**src/rtl/legv8_control_unit.sv**
```systemverilog
// legv8_control_unit: multi-cycle LEGv8 sequencer driving the 40-bit datapath control word.
// Define CU_COND_BRANCH_EN to decode B.cond; otherwise B.cond is treated as illegal.
module legv8_control_unit #(
    parameter logic [4:0] FS_AND   = 5'h00,
    parameter logic [4:0] FS_ORR   = 5'h04,
    parameter logic [4:0] FS_ADD   = 5'h08,
    parameter logic [4:0] FS_SUB   = 5'h09,
    parameter logic [4:0] FS_EOR   = 5'h0C,
    parameter logic [4:0] FS_PASSA = 5'h10
) (
    input  logic        clock,
    input  logic        reset,
    input  logic [31:0] instruction,
    input  logic [3:0]  sr_flags,
    output logic [39:0] control_word,
    output logic [2:0]  state,
    output logic        halted,
    output logic        illegal
);
    typedef enum logic [2:0] {RST = 3'd0, FETCH = 3'd1, EX0 = 3'd2, EX1 = 3'd3, HALT = 3'd7} state_t;

    state_t      r_state;
    logic        r_illegal;
    state_t      w_ns;
    logic [2:0]  w_cgs;
    logic [1:0]  w_ds, w_ps, w_size;
    logic [4:0]  w_fs, w_da, w_sa, w_sb, w_r_fs, w_alu_fs;
    logic        w_as, w_bsel, w_il, w_sl, w_c0, w_mw, w_rw, w_ill;
    logic        w_is_r, w_is_addi, w_is_subi, w_is_imm, w_is_alu, w_is_sub;
    logic        w_is_ldur, w_is_stur, w_is_b, w_is_bl, w_is_cbz, w_is_cbnz, w_is_hlt;
    logic [10:0] w_op;
    logic [4:0]  w_rd, w_rn, w_rm;
    logic        w_unused_imm;

    assign w_op = instruction[31:21];
    assign w_rd = instruction[4:0];
    assign w_rn = instruction[9:5];
    assign w_rm = instruction[20:16];
    // Immediate fields are consumed by the datapath constant generator, not here.
    assign w_unused_imm = ^instruction[15:10];

    always_comb begin
        w_is_r = 1'b1;
        w_r_fs = FS_ADD;
        case (w_op)
            11'h458: w_r_fs = FS_ADD;
            11'h658: w_r_fs = FS_SUB;
            11'h450: w_r_fs = FS_AND;
            11'h550: w_r_fs = FS_ORR;
            11'h650: w_r_fs = FS_EOR;
            default: w_is_r = 1'b0;
        endcase
    end

    assign w_is_addi = w_op[10:1] == 10'h244;
    assign w_is_subi = w_op[10:1] == 10'h344;
    assign w_is_imm  = w_is_addi | w_is_subi;
    assign w_is_alu  = w_is_r | w_is_imm;
    assign w_is_sub  = (w_op == 11'h658) | w_is_subi;
    assign w_alu_fs  = w_is_imm ? (w_is_subi ? FS_SUB : FS_ADD) : w_r_fs;
    assign w_is_ldur = w_op == 11'h7C2;
    assign w_is_stur = w_op == 11'h7C0;
    assign w_is_b    = w_op[10:5] == 6'b000101;
    assign w_is_bl   = w_op[10:5] == 6'b100101;
    assign w_is_cbz  = w_op[10:3] == 8'b10110100;
    assign w_is_cbnz = w_op[10:3] == 8'b10110101;
    assign w_is_hlt  = w_op == 11'h6A2;

`ifdef CU_COND_BRANCH_EN
    logic w_is_bcond, w_cond_base, w_cond_true;
    assign w_is_bcond = w_op[10:3] == 8'b01010100;
    // flags are {V,C,N,Z}; odd condition codes invert the even base test
    always_comb begin
        case (instruction[3:1])
            3'b000:  w_cond_base = sr_flags[0];
            3'b001:  w_cond_base = sr_flags[2];
            3'b010:  w_cond_base = sr_flags[1];
            3'b011:  w_cond_base = sr_flags[3];
            3'b100:  w_cond_base = sr_flags[2] & ~sr_flags[0];
            3'b101:  w_cond_base = sr_flags[1] == sr_flags[3];
            3'b110:  w_cond_base = ~sr_flags[0] & (sr_flags[1] == sr_flags[3]);
            default: w_cond_base = 1'b1;
        endcase
    end
    assign w_cond_true = (instruction[3:1] == 3'b111) | (w_cond_base ^ instruction[0]);
`else
    logic w_unused_flags;
    assign w_unused_flags = ^sr_flags[3:1];
`endif

    always_comb begin
        w_cgs  = 3'b000;
        w_ns   = FETCH;
        w_as   = 1'b0;
        w_ds   = 2'b00;
        w_ps   = 2'b00;
        w_bsel = 1'b0;
        w_il   = 1'b0;
        w_sl   = 1'b0;
        w_fs   = 5'd0;
        w_c0   = 1'b0;
        w_size = 2'b00;
        w_mw   = 1'b0;
        w_rw   = 1'b0;
        w_da   = 5'd0;
        w_sa   = 5'd0;
        w_sb   = 5'd0;
        w_ill  = 1'b0;
        case (r_state)
            FETCH: begin
                w_as   = 1'b1;
                w_ds   = 2'b11;
                w_size = 2'b11;
                w_il   = 1'b1;
                w_ps   = 2'b01;
                w_ns   = EX0;
            end
            EX0: begin
                if (w_is_alu) begin
                    w_sa   = w_rn;
                    w_sb   = w_rm;
                    w_bsel = w_is_imm;
                    w_da   = w_rd;
                    w_rw   = 1'b1;
                    w_fs   = w_alu_fs;
                    w_c0   = w_is_sub;
                    w_sl   = w_is_sub;
                end else if (w_is_ldur | w_is_stur) begin
                    w_sa   = w_rn;
                    w_bsel = 1'b1;
                    w_cgs  = 3'b001;
                    w_fs   = FS_ADD;
                    w_size = 2'b11;
                    w_ds   = w_is_ldur ? 2'b11 : 2'b01;
                    w_rw   = w_is_ldur;
                    w_mw   = w_is_stur;
                    w_da   = w_is_ldur ? w_rd : 5'd0;
                    w_sb   = w_is_stur ? w_rd : 5'd0;
                end else if (w_is_b) begin
                    w_cgs = 3'b010;
                    w_ps  = 2'b10;
                end else if (w_is_bl) begin
                    w_ds = 2'b10;
                    w_rw = 1'b1;
                    w_da = 5'd30;
                    w_ns = EX1;
                end else if (w_is_cbz | w_is_cbnz) begin
                    w_sa = w_rd;
                    w_fs = FS_PASSA;
                    w_sl = 1'b1;
                    w_ns = EX1;
`ifdef CU_COND_BRANCH_EN
                end else if (w_is_bcond) begin
                    w_cgs = 3'b011;
                    w_ps  = w_cond_true ? 2'b10 : 2'b00;
`endif
                end else if (w_is_hlt) begin
                    w_ns = HALT;
                end else begin
                    w_ill = 1'b1;
                    w_ns  = HALT;
                end
            end
            EX1: begin
                // Z here was loaded by the PASSA in EX0
                if (w_is_bl) begin
                    w_cgs = 3'b010;
                    w_ps  = 2'b10;
                end else if ((w_is_cbz & sr_flags[0]) | (w_is_cbnz & ~sr_flags[0])) begin
                    w_cgs = 3'b011;
                    w_ps  = 2'b10;
                end
            end
            HALT:    w_ns = HALT;
            default: w_ns = FETCH;
        endcase
    end

    always_ff @(posedge clock or negedge reset) begin
        if (!reset) begin
            r_state   <= RST;
            r_illegal <= 1'b0;
        end else begin
            r_state   <= w_ns;
            r_illegal <= r_illegal | w_ill;
        end
    end

    assign control_word = {w_cgs, w_ns, w_as, w_ds, w_ps, 1'b0, w_bsel, w_il, w_sl,
                           w_fs, w_c0, w_size, w_mw, w_rw, w_da, w_sa, w_sb};
    assign state   = r_state;
    assign halted  = r_state == HALT;
    assign illegal = r_illegal;
endmodule

```
**config.mk**
```make
export PLATFORM = sky130hd
export DESIGN_NAME = legv8_control_unit
export DESIGN_NICKNAME = d
export VERILOG_FILES = /design/src/rtl/legv8_control_unit.sv
export SDC_FILE = /design/constraint.sdc
export NUM_CORES = 1
export LEC_CHECK = 0
export BUFFER_PORTS_ARGS = -buffer_cell sky130_fd_sc_hd__buf_2
export CAP_MARGIN = 15
export CORE_UTILIZATION = 38
export DETAILED_ROUTE_END_ITERATION = 16
export GPL_TIMING_DRIVEN = 0
export PLACE_DENSITY = 0.92
export RECOVER_POWER = 50
export REMOVE_ABC_BUFFERS = 1
export SLEW_MARGIN = 10
export SYNTH_ARGS = -nofsm -noshare
export SYNTH_HDL_FRONTEND = slang
export SYNTH_SLANG_ARGS = --single-unit
```
**constraint.sdc**
```tcl
create_clock -name clock -period 1.9 [get_ports clock]
set_input_delay 0.19 -clock clock [delete_from_list [all_inputs] [get_ports clock]]
set_output_delay 0.19 -clock clock [all_outputs]
set_load 0.01 [all_outputs]
```
==> results.yml <==
placement:
  portBuffers: 70
  gp_congestion: 0.8389
  place_ws_ns: 0.01695
  dpl_cell_area_um2: 1197
  dp.cells: 203
  hpwl_um: 2207
floorplanning:
  die_h_um: 51.43
  initial_core_util: 0.4118
  die_w_um: 51.43
  io_pins: 83
  die_area_um2: 2645
  core_area_um2: 2255
  rows: 17
critical_path:
  crit_fanout: 7
  required_ns: 1.71
  criticalPathCategory: "register to primary output"
  worst_ep_arrival_time_ns: 1.69
  worst-path-buf-inv: 1
  cpPeakStageDelay_ns: 0.46
  critPathTopFamily: "simple AND/OR/NAND/NOR gates"
  crit_chain: "or3b_4 > a31o_4 > o21bai_1 > buf_2"
  start_kind: "register"
  end_kind: "primary output"
  critPathSlowestCell: "or3b_4"
clock_tree:
  numClockSinks: 4
  cts.reportedPaths.clkPinSlew_ns: 0.04
  htreeDepth: 1
  clock_path_buffers: 2
  cts_tree: "done"
  numCtsBuffers: 3
  cts_root_buffer: "clkbuf_4"
  worstSkewPairLatency_ns: 0.23
logic_synthesis:
  synth.top_cells.by_area: "dfrtp_1 (11%), buf_4 (11%), a32o_1 (6.5%), a32oi_1 (4.7%), and4b_1 (4.3%)"
  ys.flop_type: "dfrtp_1"
  synth_edf_count: 0
  async_flop_share: 1.000
  synth_most_common_cell: "buf_4"
  netlist_area_um2: 928.4
  synthCells: 123
  postSynthAreaPerCell_um2: 7.548
  yosys.area.top_type: "dfrtp_1"
  yosys_register_bits: 4
  synth_warnings: 0
  yosys.area.top_type_share: 0.1078
  ys_seq_area_frac: 0.1078
  synth_cell_types: 46
  synth_common_cells: "buf_4 (13), nor2_1 (9), inv_1 (7), nand2_1 (7), a32o_1 (6)"
global_routing:
  grt_antenna_before_repair: 0
  grt_start_max_net_pins: 13
  gr-total-overflow: 0
  met1_usage: 0.2787
  met3_usage: 0.03274
  grt_first_pass_wirelength_um: 4574
  grt.total_usage: 0.2228
  grt_pass1_vias: 1047
  gr-usage-met2: 0.3874
  grt.busiest_layer: "met2"
sta:
  holdWs_ns: 0.3246
  setup_viol: 0
  clock.fmax_ghz: 0.5313
  clock_skew_ns: 0.004924
  finalCritPeriodShare: 0.9906
  setup_slack_ns: 0.01793
  finalHoldViolCount: 0
  timing.final.crit_period_ns: 1.882
  drv_slew: 0
  rsz0062_at_grt: "true"
power:
  ir_drop_v: 0.0005623
  finalPower_mw: 0.9036
  leakage_nw: 0.6565
  power_density_nw_per_um2: 668.1
finish:
  finalNonFillerCells: 214
  diodes: 0
  drive_gt1_frac: 0.5000
  area_growth_pct: 45.69
  nets: 226
  fin_area_um2: 1353
drt:
  drcViolationCount: 0
  vias: 1188
  wire_per_inst_um: 13.52
  wl_um: 2894
  drt_pass1_iterations: 4
  drt_iter0_markers: 13
  ant_nets: 0
  viasPerCell: 5.551
run:
  maxCapViolations: 0
hold_path:
  hp-class: "input pin to asynchronous set/reset pin"
status:
  status: "finished clean"
[report_power, final]
part,internal (mW),switching (mW),leakage [nW]
combinational,0.288,0.347,0.600
sequential,0.116,0.0480,0.0426
clock,0.0706,0.0339,0.0138
total,0.475,0.429,0.657
[flip-flops by register name, summed over array words and instances (netlist names)]
signal   count
illegal      1
state        3
[path summary, 6_finish.rpt]
| path | from | to | slack, ns | depth (start not counted) |
|---|---|---|---|---|
| max | state[0]$_DFF_PN0_ | control_word[36] | 0.02 | 4 |
| max reg2reg | state[0]$_DFF_PN0_ | state[2]$_DFF_PN0_ | 0.41 | 4 |
| min in group clock | instruction[27] | illegal$_DFF_PN0_ | 0.38 | 3 |
| min | reset | state[1]$_DFF_PN0_ | 0.32 | 2 |
| max in group asynchronous | reset | state[2]$_DFF_PN0_ | 1.36 | 2 |
| min reg2reg | illegal$_DFF_PN0_ | illegal$_DFF_PN0_ | 0.47 | 2 |
[logic make-up after synthesis]
| logic type | after synthesis | share of synthesized area |
|---|---|---|
| AO/OA/AOI/OAI | 36 | 0.3262 |
| XOR/XNOR | 2 | 0.01887 |
| buffers and inverters | 29 | 0.1819 |
| flip-flops | 4 | 0.1078 |
| other | 1 | 0.004039 |
| AND/OR/NAND/NOR | 51 | 0.3612 |
[area by class of cell]
type,count,area [um2]
Timing Repair Buffer,80,425.4
Tap cell,28,35.03
Fill cell,228,902.1
Multi-Input combinational cell,92,740.7
Clock buffer,3,22.52
Inverter,7,26.28
Sequential cell,4,102.6
[placed cells by master (no fill, tap or decap), types with 4 or more instances in the layout]
master    synthesis  routed
buf_2             3      62
clkbuf_1          4       8
and4b_1           4       4
o31ai_1           5       5
a32o_1            6       6
inv_1             7       7
nand2_1           7       7
nand3_1           4       4
buf_4            13       7
a32oi_1           5       5
nor2_1            9       8
o21ai_0           4       4
[layer usage]
layer,vias to the layer above,part of all wire
li1,584,-
met1,553,0.43
met2,51,0.50
met3,0,0.069
met4,0,0
met5,-,0
[metrics by stage]
stage	utilization	setup TNS (ns)
2_1_floorplan	-	-2.745
3_3_place_gp	0.5228	-23.36
3_5_place_dp	0.5311	0
4_1_cts	0.5655	0
5_1_grt	0.5999	-0.1972
6_report	0.5999	0
[timing repair]
action / CTS / global route
setup buffers: 4 / 3
gates cloned: 0 / 0
endpoints found under the hold margin: 4 / 0
hold buffers: 1 / 0
resized for setup: 4 / 12
endpoints found under the setup margin: 24 / 20
pin swaps: 1 / 5
No activity file was read; power rests on OpenSTA's default activity.
